$ cat src/rtl/hazard_ctrl_pkg.sv
// Shared MIPS pipeline definitions: forwarding selects, mul/div FSM states,
// and the forwarding-priority helper used by the hazard controller.
package mips_pkg;

  localparam logic [1:0] FWD_RF  = 2'b00;
  localparam logic [1:0] FWD_WB  = 2'b01;
  localparam logic [1:0] FWD_MEM = 2'b10;

  localparam logic [4:0] REG_ZERO = 5'd0;

  typedef enum logic [1:0] {
    MD_IDLE = 2'd0,
    MD_BUSY = 2'd1,
    MD_DONE = 2'd2
  } md_state_e;

  // Memory stage has the newer value, so it wins over Writeback.
  function automatic logic [1:0] fwd_sel(input logic [4:0] src,
                                         input logic       rw_m,
                                         input logic [4:0] wr_m,
                                         input logic       rw_w,
                                         input logic [4:0] wr_w);
    logic [1:0] sel;
    sel = FWD_RF;
    if (src != REG_ZERO && rw_m && wr_m == src)      sel = FWD_MEM;
    else if (src != REG_ZERO && rw_w && wr_w == src) sel = FWD_WB;
    return sel;
  endfunction

endpackage

$ cat src/rtl/hazard_ctrl_if.sv
// Pipeline <-> hazard controller bundle. The pipeline is the master (drives
// register ids and stage flags); the hazard unit is the slave.
interface hazard_ctrl_if;
  logic [4:0] RsD, RtD, RsE, RtE;
  logic [4:0] WriteRegE, WriteRegM, WriteRegW;
  logic       RegWriteE, RegWriteM, RegWriteW;
  logic       MemtoRegE, MemtoRegM;
  logic       BranchD;
  logic       MdStartE;
  logic       StallF, StallD, FlushE;
  logic       ForwardAD, ForwardBD;
  logic [1:0] ForwardAE, ForwardBE;
  logic       MdBusy, MdDone;

  modport master (
    output RsD, RtD, RsE, RtE, WriteRegE, WriteRegM, WriteRegW,
           RegWriteE, RegWriteM, RegWriteW, MemtoRegE, MemtoRegM,
           BranchD, MdStartE,
    input  StallF, StallD, FlushE, ForwardAD, ForwardBD,
           ForwardAE, ForwardBE, MdBusy, MdDone
  );

  modport slave (
    input  RsD, RtD, RsE, RtE, WriteRegE, WriteRegM, WriteRegW,
           RegWriteE, RegWriteM, RegWriteW, MemtoRegE, MemtoRegM,
           BranchD, MdStartE,
    output StallF, StallD, FlushE, ForwardAD, ForwardBD,
           ForwardAE, ForwardBE, MdBusy, MdDone
  );
endinterface

$ cat src/rtl/hazard_ctrl_md_seq.sv
// Mul/div occupancy sequencer: start cycle, MD_LATENCY-2 busy cycles, one
// done cycle. Front end stalls on start and busy cycles, releases on done.
module md_sequencer
  import mips_pkg::*;
#(
  parameter int MD_LATENCY = 4,
  parameter int CNT_W      = 4
) (
  input  logic clk,
  input  logic reset,
  input  logic MdStartE_i,
  output logic MdBusy_o,
  output logic MdDone_o,
  output logic mdstall_o
);

  localparam logic [CNT_W-1:0] LOAD = CNT_W'(MD_LATENCY - 2);

  md_state_e        state_q;
  logic [CNT_W-1:0] cnt_q;
  logic             busy_q, done_q;
  logic             start;

  // Reset gating keeps the start-cycle stall quiet while reset is held.
  assign start = (state_q == MD_IDLE) && MdStartE_i && !reset;

  always_ff @(posedge clk or posedge reset) begin
    if (reset) begin
      state_q <= MD_IDLE;
      cnt_q   <= '0;
      busy_q  <= 1'b0;
      done_q  <= 1'b0;
    end else begin
      case (state_q)
        MD_IDLE: if (MdStartE_i) begin
          cnt_q  <= LOAD;
          busy_q <= 1'b1;
          if (LOAD == '0) begin
            state_q <= MD_DONE;
            done_q  <= 1'b1;
          end else begin
            state_q <= MD_BUSY;
          end
        end
        MD_BUSY: begin
          cnt_q <= cnt_q - CNT_W'(1);
          // Counter holds the busy cycles still to run, this one included.
          if (cnt_q == CNT_W'(1)) begin
            state_q <= MD_DONE;
            done_q  <= 1'b1;
          end
        end
        MD_DONE: begin
          state_q <= MD_IDLE;
          busy_q  <= 1'b0;
          done_q  <= 1'b0;
        end
        default: begin
          state_q <= MD_IDLE;
          busy_q  <= 1'b0;
          done_q  <= 1'b0;
        end
      endcase
    end
  end

  assign MdBusy_o  = busy_q | start;
  assign MdDone_o  = done_q;
  assign mdstall_o = start | (state_q == MD_BUSY);

endmodule

$ cat src/rtl/hazard_ctrl.sv
// Hazard controller for the 5-stage MIPS pipeline: operand forwarding,
// load-use / branch-data stalls, and mul/div front-end freeze.
module hazard_ctrl
  import mips_pkg::*;
#(
  parameter int MD_LATENCY = 4,
  parameter int CNT_W      = 4
) (
  input logic          clk,
  input logic          reset,
  hazard_ctrl_if.slave hz
);

  logic lwstall, brstall, mdstall, stall;
  logic br_dep_e, br_dep_m;

  md_sequencer #(.MD_LATENCY(MD_LATENCY), .CNT_W(CNT_W)) u_md (
    .clk       (clk),
    .reset     (reset),
    .MdStartE_i(hz.MdStartE),
    .MdBusy_o  (hz.MdBusy),
    .MdDone_o  (hz.MdDone),
    .mdstall_o (mdstall)
  );

  assign hz.ForwardAE = fwd_sel(hz.RsE, hz.RegWriteM, hz.WriteRegM,
                                hz.RegWriteW, hz.WriteRegW);
  assign hz.ForwardBE = fwd_sel(hz.RtE, hz.RegWriteM, hz.WriteRegM,
                                hz.RegWriteW, hz.WriteRegW);

  assign hz.ForwardAD = (hz.RsD != REG_ZERO) && hz.RegWriteM && (hz.WriteRegM == hz.RsD);
  assign hz.ForwardBD = (hz.RtD != REG_ZERO) && hz.RegWriteM && (hz.WriteRegM == hz.RtD);

  assign lwstall = hz.MemtoRegE && ((hz.RtE == hz.RsD) || (hz.RtE == hz.RtD));

  // Branch compares in Decode: an ALU result still in Execute, or a load
  // still in Memory, is not yet forwardable to the comparator.
  assign br_dep_e = hz.RegWriteE && (hz.WriteRegE != REG_ZERO) &&
                    ((hz.WriteRegE == hz.RsD) || (hz.WriteRegE == hz.RtD));
  assign br_dep_m = hz.MemtoRegM && (hz.WriteRegM != REG_ZERO) &&
                    ((hz.WriteRegM == hz.RsD) || (hz.WriteRegM == hz.RtD));
  assign brstall  = hz.BranchD && (br_dep_e || br_dep_m);

  assign stall     = lwstall | brstall | mdstall;
  assign hz.StallF = stall;
  assign hz.StallD = stall;
  assign hz.FlushE = stall;

endmodule

$ cat src/flat_wrapper.sv
// flat-port wrapper written by rule: the top's interface ports become plain ports
module hazard_ctrl_flat import mips_pkg::*;
#(
  parameter int MD_LATENCY = 4,
  parameter int CNT_W      = 4
)
  (clk, reset, hz_RsD, hz_RtD, hz_RsE, hz_RtE, hz_WriteRegE, hz_WriteRegM, hz_WriteRegW, hz_RegWriteE, hz_RegWriteM, hz_RegWriteW, hz_MemtoRegE, hz_MemtoRegM, hz_BranchD, hz_MdStartE, hz_StallF, hz_StallD, hz_FlushE, hz_ForwardAD, hz_ForwardBD, hz_ForwardAE, hz_ForwardBE, hz_MdBusy, hz_MdDone);
  hazard_ctrl_if hz_i ();
  input logic clk;
  input logic reset;
  input wire logic [$bits(hz_i.RsD)-1:0] hz_RsD;
  input wire logic [$bits(hz_i.RtD)-1:0] hz_RtD;
  input wire logic [$bits(hz_i.RsE)-1:0] hz_RsE;
  input wire logic [$bits(hz_i.RtE)-1:0] hz_RtE;
  input wire logic [$bits(hz_i.WriteRegE)-1:0] hz_WriteRegE;
  input wire logic [$bits(hz_i.WriteRegM)-1:0] hz_WriteRegM;
  input wire logic [$bits(hz_i.WriteRegW)-1:0] hz_WriteRegW;
  input wire logic [$bits(hz_i.RegWriteE)-1:0] hz_RegWriteE;
  input wire logic [$bits(hz_i.RegWriteM)-1:0] hz_RegWriteM;
  input wire logic [$bits(hz_i.RegWriteW)-1:0] hz_RegWriteW;
  input wire logic [$bits(hz_i.MemtoRegE)-1:0] hz_MemtoRegE;
  input wire logic [$bits(hz_i.MemtoRegM)-1:0] hz_MemtoRegM;
  input wire logic [$bits(hz_i.BranchD)-1:0] hz_BranchD;
  input wire logic [$bits(hz_i.MdStartE)-1:0] hz_MdStartE;
  output wire logic [$bits(hz_i.StallF)-1:0] hz_StallF;
  output wire logic [$bits(hz_i.StallD)-1:0] hz_StallD;
  output wire logic [$bits(hz_i.FlushE)-1:0] hz_FlushE;
  output wire logic [$bits(hz_i.ForwardAD)-1:0] hz_ForwardAD;
  output wire logic [$bits(hz_i.ForwardBD)-1:0] hz_ForwardBD;
  output wire logic [$bits(hz_i.ForwardAE)-1:0] hz_ForwardAE;
  output wire logic [$bits(hz_i.ForwardBE)-1:0] hz_ForwardBE;
  output wire logic [$bits(hz_i.MdBusy)-1:0] hz_MdBusy;
  output wire logic [$bits(hz_i.MdDone)-1:0] hz_MdDone;
  assign hz_i.RsD = hz_RsD;
  assign hz_i.RtD = hz_RtD;
  assign hz_i.RsE = hz_RsE;
  assign hz_i.RtE = hz_RtE;
  assign hz_i.WriteRegE = hz_WriteRegE;
  assign hz_i.WriteRegM = hz_WriteRegM;
  assign hz_i.WriteRegW = hz_WriteRegW;
  assign hz_i.RegWriteE = hz_RegWriteE;
  assign hz_i.RegWriteM = hz_RegWriteM;
  assign hz_i.RegWriteW = hz_RegWriteW;
  assign hz_i.MemtoRegE = hz_MemtoRegE;
  assign hz_i.MemtoRegM = hz_MemtoRegM;
  assign hz_i.BranchD = hz_BranchD;
  assign hz_i.MdStartE = hz_MdStartE;
  assign hz_StallF = hz_i.StallF;
  assign hz_StallD = hz_i.StallD;
  assign hz_FlushE = hz_i.FlushE;
  assign hz_ForwardAD = hz_i.ForwardAD;
  assign hz_ForwardBD = hz_i.ForwardBD;
  assign hz_ForwardAE = hz_i.ForwardAE;
  assign hz_ForwardBE = hz_i.ForwardBE;
  assign hz_MdBusy = hz_i.MdBusy;
  assign hz_MdDone = hz_i.MdDone;
  hazard_ctrl #(.MD_LATENCY(MD_LATENCY), .CNT_W(CNT_W)) u_core (.clk(clk), .reset(reset), .hz(hz_i));
endmodule
$ cat config.mk
export PLATFORM = sky130hd
export DESIGN_NAME = hazard_ctrl_flat
export DESIGN_NICKNAME = d
export VERILOG_FILES = /design/src/rtl/hazard_ctrl_pkg.sv /design/src/rtl/hazard_ctrl_if.sv /design/src/rtl/hazard_ctrl_md_seq.sv /design/src/rtl/hazard_ctrl.sv /design/src/flat_wrapper.sv
export SDC_FILE = /design/constraint.sdc
export NUM_CORES = 1
export LEC_CHECK = 0
export BUFFER_PORTS_ARGS = -buffer_cell sky130_fd_sc_hd__buf_2
export CAP_MARGIN = 40
export CORE_UTILIZATION = 40
export DETAILED_ROUTE_END_ITERATION = 8
export PLACE_DENSITY = 0.71
export SETUP_SLACK_MARGIN = 0.15
export SLEW_MARGIN = 25
export SYNTH_ARGS = -nofsm -noshare
export SYNTH_HDL_FRONTEND = slang
export SYNTH_SLANG_ARGS = --single-unit
$ cat constraint.sdc
create_clock -name clk -period 3.94 [get_ports clk]
set_clock_uncertainty 0.15 [all_clocks]
set_input_delay 0.394 -clock clk [delete_from_list [all_inputs] [get_ports clk]]
set_output_delay 0.394 -clock clk [all_outputs]
set_load 0.03 [all_outputs]
Yosys cells after proc, flatten, opt, wreduce, memory -nomap -nowiden

Index checks and enable logic that the tools add are counted.

$add $sub $neg: 1
Eq/ne operators: 14
Mux-type cells: 13
Bitwise logic cells: 6
Reductions and logical operators: 37

Operators by type and width:

| operator              | count |
|---|---|
| $eq A5 B5 Y1          | 10 |
| $reduce_bool A5 Y1    | 6 |
| $logic_and A1 B1 Y1   | 20 |
| $mux W2               | 4 |
| $pmux W4 S2           | 1 |
| $reduce_and A2 Y1     | 4 |
| $eq A4 B1 Y1 const B  | 1 |
| $logic_or A1 B1 Y1    | 4 |
| $mux W1               | 4 |
| $mux W4               | 1 |
| $ne A2 B2 Y1 const B  | 2 |
| $or A1 B1 Y1          | 4 |
| $pmux W1 S2           | 2 |
| $pmux W2 S2           | 1 |
| $sub A4 B1 Y4 const B | 1 |
| $eq A2 B1 Y1 const B  | 1 |
| $logic_not A2 Y1      | 1 |
| $not A1 Y1            | 2 |
| $reduce_bool A2 Y1    | 1 |
| $logic_not A1 Y1      | 1 |

Register bits after elaboration: 8
Input bits: 44
Output and inout bits: 11
Logic and storage cells: 75

Logic depth before layout (Yosys ltp)

Depth after elaboration: 7
Gate-level depth with buffers: 7

By module

A second synthesis with hierarchy kept.

Cells, all modules: 140
Area, all modules: 1166.1 µm²

Modules (own cells, without submodules):

| module       | instances | cells an instance | area each (µm²) |
|---|---|---|---|
| hazard_ctrl  | 1         | 100               | 769.5 |
| md_sequencer | 1         | 40                | 396.6 |

Worst setup path before layout

Ideal clock, no wire load.

Path kind: input-to-output
Start: input port hz_WriteRegM[0]
End: output port hz_ForwardAE[0]
Arrival: 2.239 ns
Required time: 3.396 ns
Setup slack: 1.157 ns
Stages on the path: 5
Buffers on the path: 1
Cells stage by stage: clkbuf_1 xnor2_1 nand4_1 nor4_1 nor4_1

Word-level cells in the longest chain between the ends: 3

Ends and longest elaborated chain:

| element             | RTL line              | source |
|---|---|---|
| start: declaration  | flat_wrapper.sv:16    | `input wire logic [$bits(hz_i.WriteRegM)-1:0] hz_WriteRegM;` |
| $eq A5 B5 Y1        | hazard_ctrl_pkg.sv:25 | `if (src != REG_ZERO && rw_m && wr_m == src) sel = FWD_MEM;` |
| $logic_and A1 B1 Y1 | hazard_ctrl_pkg.sv:25 |  |
| $mux W2             | hazard_ctrl_pkg.sv:25 |  |
| end: declaration    | flat_wrapper.sv:30    | `output wire logic [$bits(hz_i.ForwardAE)-1:0] hz_ForwardAE;` |

No other way between the ends.

Worst setup path after layout

Start: input port reset
End: output port hz_FlushE

Word-level cells in the longest chain between the ends: 4

Ends and longest elaborated chain:

| element                    | RTL line                 | source |
|---|---|---|
| start: declaration         | flat_wrapper.sv:10       | `input logic reset;` |
| $logic_not A1 Y1 (no line) | n/a                      |  |
| $logic_and A1 B1 Y1        | hazard_ctrl_md_seq.sv:25 | `assign start = (state_q == MD_IDLE) && MdStartE_i && !reset;` |
| $or A1 B1 Y1               | hazard_ctrl_md_seq.sv:69 | `assign mdstall_o = start \| (state_q == MD_BUSY);` |
| $or A1 B1 Y1               | hazard_ctrl.sv:44        | `assign stall = lwstall \| brstall \| mdstall;` |
| end: declaration           | flat_wrapper.sv:27       | `output wire logic [$bits(hz_i.FlushE)-1:0] hz_FlushE;` |

No other way between the ends.

==> summary.md <==
| Metric | Value |
|---|---|
| Reg2Reg Depth | `3` |
| Leak pwr | `0.603 nW` |
| Mapped Area | `1130 sq um` |
| Post-CTS Setup Bufs | `0` |
| GPL Wtd Cong | `0.884` |
| Clk Latency, worst-skew pair | `0.25 ns` |
| Area leader, netlist | `xnor2_1` |
| RR Startpoint | `u_core.u_md.cnt_q[2]` |
| First-pass GRT wire length | `5000 microns` |
| Pre-antenna DRT Iters | `4` |
| Critical path origin | `reset` |
| Most numerous cell in the Yosys netlist | `xnor2_1` |
| WL per Instance | `13.1 microns` |
| Core area | `2570 sq um` |
| EDFF count, synth | `0` |
| Worst slew pin tran | `0.362 ns` |
| Status | `completed` |
| Residual DRC | `0` |
| Total Neg Setup Slack | `0 ns` |
| Synth area leaders | `xnor2_1, dfrtp_1, xor2_1` |
| Total inserted antenna cells | `0` |
| Avg Cell Area, Syn | `8.39 sq um` |
| Max-slew headroom | `75.7%` |
| Root Driver | `clkbuf_4` |
| Max Slew Vio Count | `0` |
| Hold depth | `1` |
| Vias in the first global route | `1120` |
| Die Footprint | `3050 sq um` |
| Via density | `5.29` |
| Fraction of registers with async set/reset | `100%` |
| Port Buffers | `54` |
| Cells after synthesis | `135` |
| Area delta synth->final | `24.0%` |
| Post-synthesis simple-gate area fraction | `21.4%` |
| Post-synthesis compound-gate area fraction | `10.7%` |
| Worst-path clk slew | `0.05 ns` |
| Pin count of the biggest net entering global routing | `11` |
| CTS tree | `yes` |
| Initial Utilization | `44.1%` |
| Top FF cell, synth | `dfrtp_1` |
| CP startpoint kind | `primary input` |
| Synth Area in Adders | `2.21%` |
| WL final | `2760 microns` |
| Antenna-violating nets left | `0` |
| Post-synth top area share | `29.4%` |
| Main combinational cell family by area after synthesis | `XOR/XNOR gates` |
| Congestion Overflow GR | `0` |
| Critical Path AT | `1.95 ns` |
| Row count | `18` |
| Share of cells above drive strength 1 | `34.3%` |
| CP endpoint kind | `output port` |
| Routed vias | `1116` |
| R2R Setup Slk | `2.52 ns` |
| Tcrit/Tclk final | `63.3%` |
| Worst r2r dst | `u_core.u_md.cnt_q[3]` |
| Finish-stage setup viols | `0` |
| Hold Path Sink | `u_core.u_md.MdDone_o` |
| Initial drt markers | `49` |
| Worst Hold Class | `reg2reg` |
| CTS buffer count | `3` |
| Max Cap Violations | `0` |
| H-tree depth | `1` |
| # IOs | `55` |
| Maximum root-to-sink buffer count | `2` |
| Nets@finish | `229` |
| Pwr Density | `375 nW/um^2` |
| # clock sinks | `8` |
| CP max FO | `10` |
| Synth Area in XOR/XNOR | `38.7%` |
| Final min period | `2.49 ns` |
| DPL Wire Length | `2390 microns` |
| Max IR drop VDD | `0.000268 V` |
| Mux cell area share after synthesis | `1.88%` |
| Commonest cells in the netlist | `xnor2_1, xor2_1, dfrtp_1` |
| Worst hold slack | `0.320 ns` |
| Placed insts | `207` |
| Die Ht | `55.2 microns` |
| Die width | `55.2 microns` |
| RSZ-0062 raised after global routing | `no` |
| Seq cells post-synth | `8` |
| Tot GR Track Use | `19.8%` |
| HP Start | `u_core.u_md.MdDone_o` |
| Fmax | `0.401 GHz` |
| Synth cell types | `35` |
| Crit Path Category | `in2out` |
| Post-synthesis sequential area ratio | `17.7%` |
| YS warnings | `0` |
| Layout fillers | `258` |
| Fin cells | `211` |
| Count of final hold-check violations | `0` |
| Mapped Nets | `181` |
| Critical Path RT | `3.40 ns` |
| Initial antenna violation count | `0` |
==> state kept, by name, indices dropped and copies added (netlist names) <==
signal / flops
u_core.u_md.MdDone_o: 1
u_core.u_md.busy_q: 1
u_core.u_md.cnt_q: 4
u_core.u_md.state_q: 2
==> layer usage <==
layer	GRT usage, %	part of all wire (%)	wire (microns)
met1	24.7	43	1190
met2	34.1	50	1370
met3	2.11	4.6	128
met4	9.29	2.5	70
met5	0	0	0
==> final cells by class <==
| type | count | area (sq um) | area share, % |
|---|---|---|---|
| Inverter | 4 | 15.0 | 1.07 |
| Sequential cell | 8 | 200 | 14.3 |
| Timing Repair Buffer | 55 | 280 | 20.0 |
| Tap cell | 30 | 37.5 | 2.67 |
| Multi-Input combinational cell | 111 | 848 | 60.4 |
| Clock buffer | 3 | 22.5 | 1.60 |
==> worst max-delay path, stage by stage <==
cell and delay, ns:
dlygate4sd3_1 0.53, buf_2 0.12, inv_1 0.26, a21oi_1 0.13
o2111ai_1 0.26, buf_2 0.25
==> metrics by stage <==
stage | util (%) | total power [mW] | instance area (sq um) | worst slack, ns
after floorplan | - | 0.391 | 1130 | 1.16
after global placement | 53.4 | 0.455 | 1370 | 1.69
after detailed placement | 53.4 | 0.468 | 1370 | 1.59
after CTS | 54.7 | 0.532 | 1400 | 1.39
after global routing | 54.7 | 0.577 | 1400 | 1.26
final | 54.7 | 0.527 | 1400 | 1.45
==> power breakdown <==
group / switching, mW / internal (mW)
Sequential: 0.0327 / 0.121
Combinational: 0.174 / 0.136
Clock: 0.0275 / 0.0348
==> how the worst max path moves through the flow <==
stage / end / slack [ns]
6_report: hz_FlushE / 1.45
5_1_grt: hz_FlushE / 1.26
4_1_cts: hz_FlushE / 1.39
3_5_place_dp: hz_ForwardAE[0] / 1.59
3_3_place_gp: hz_ForwardBE[0] / 1.69
2_1_floorplan: hz_ForwardAE[0] / 1.16
==> placed cells by master (no fill, tap or decap), types with 4 or more instances in the layout <==
cell type  instances
buf_2             54
nand4_1            4
nand3_1            6
nor2_1             4
xnor2_1           38
nor3_1             6
dfrtp_1            8
nand2_1            6
inv_1              4
xor2_1            12
==> cell families after synthesis <==
group,count (synthesis)
xor gates and xnor gates,50
and+or+nand+nor,41
AOI/OAI and AO/OA,16
buffers and inverters,16
DFF,8
muxes,2
adders and majority gates,2
==> repair_timing <==
action	in CTS	in global routing
hold buffers	1	0
endpoints found under the hold margin	8	0
gates resized for setup	0	0
(Power assumes the default switching activity.)
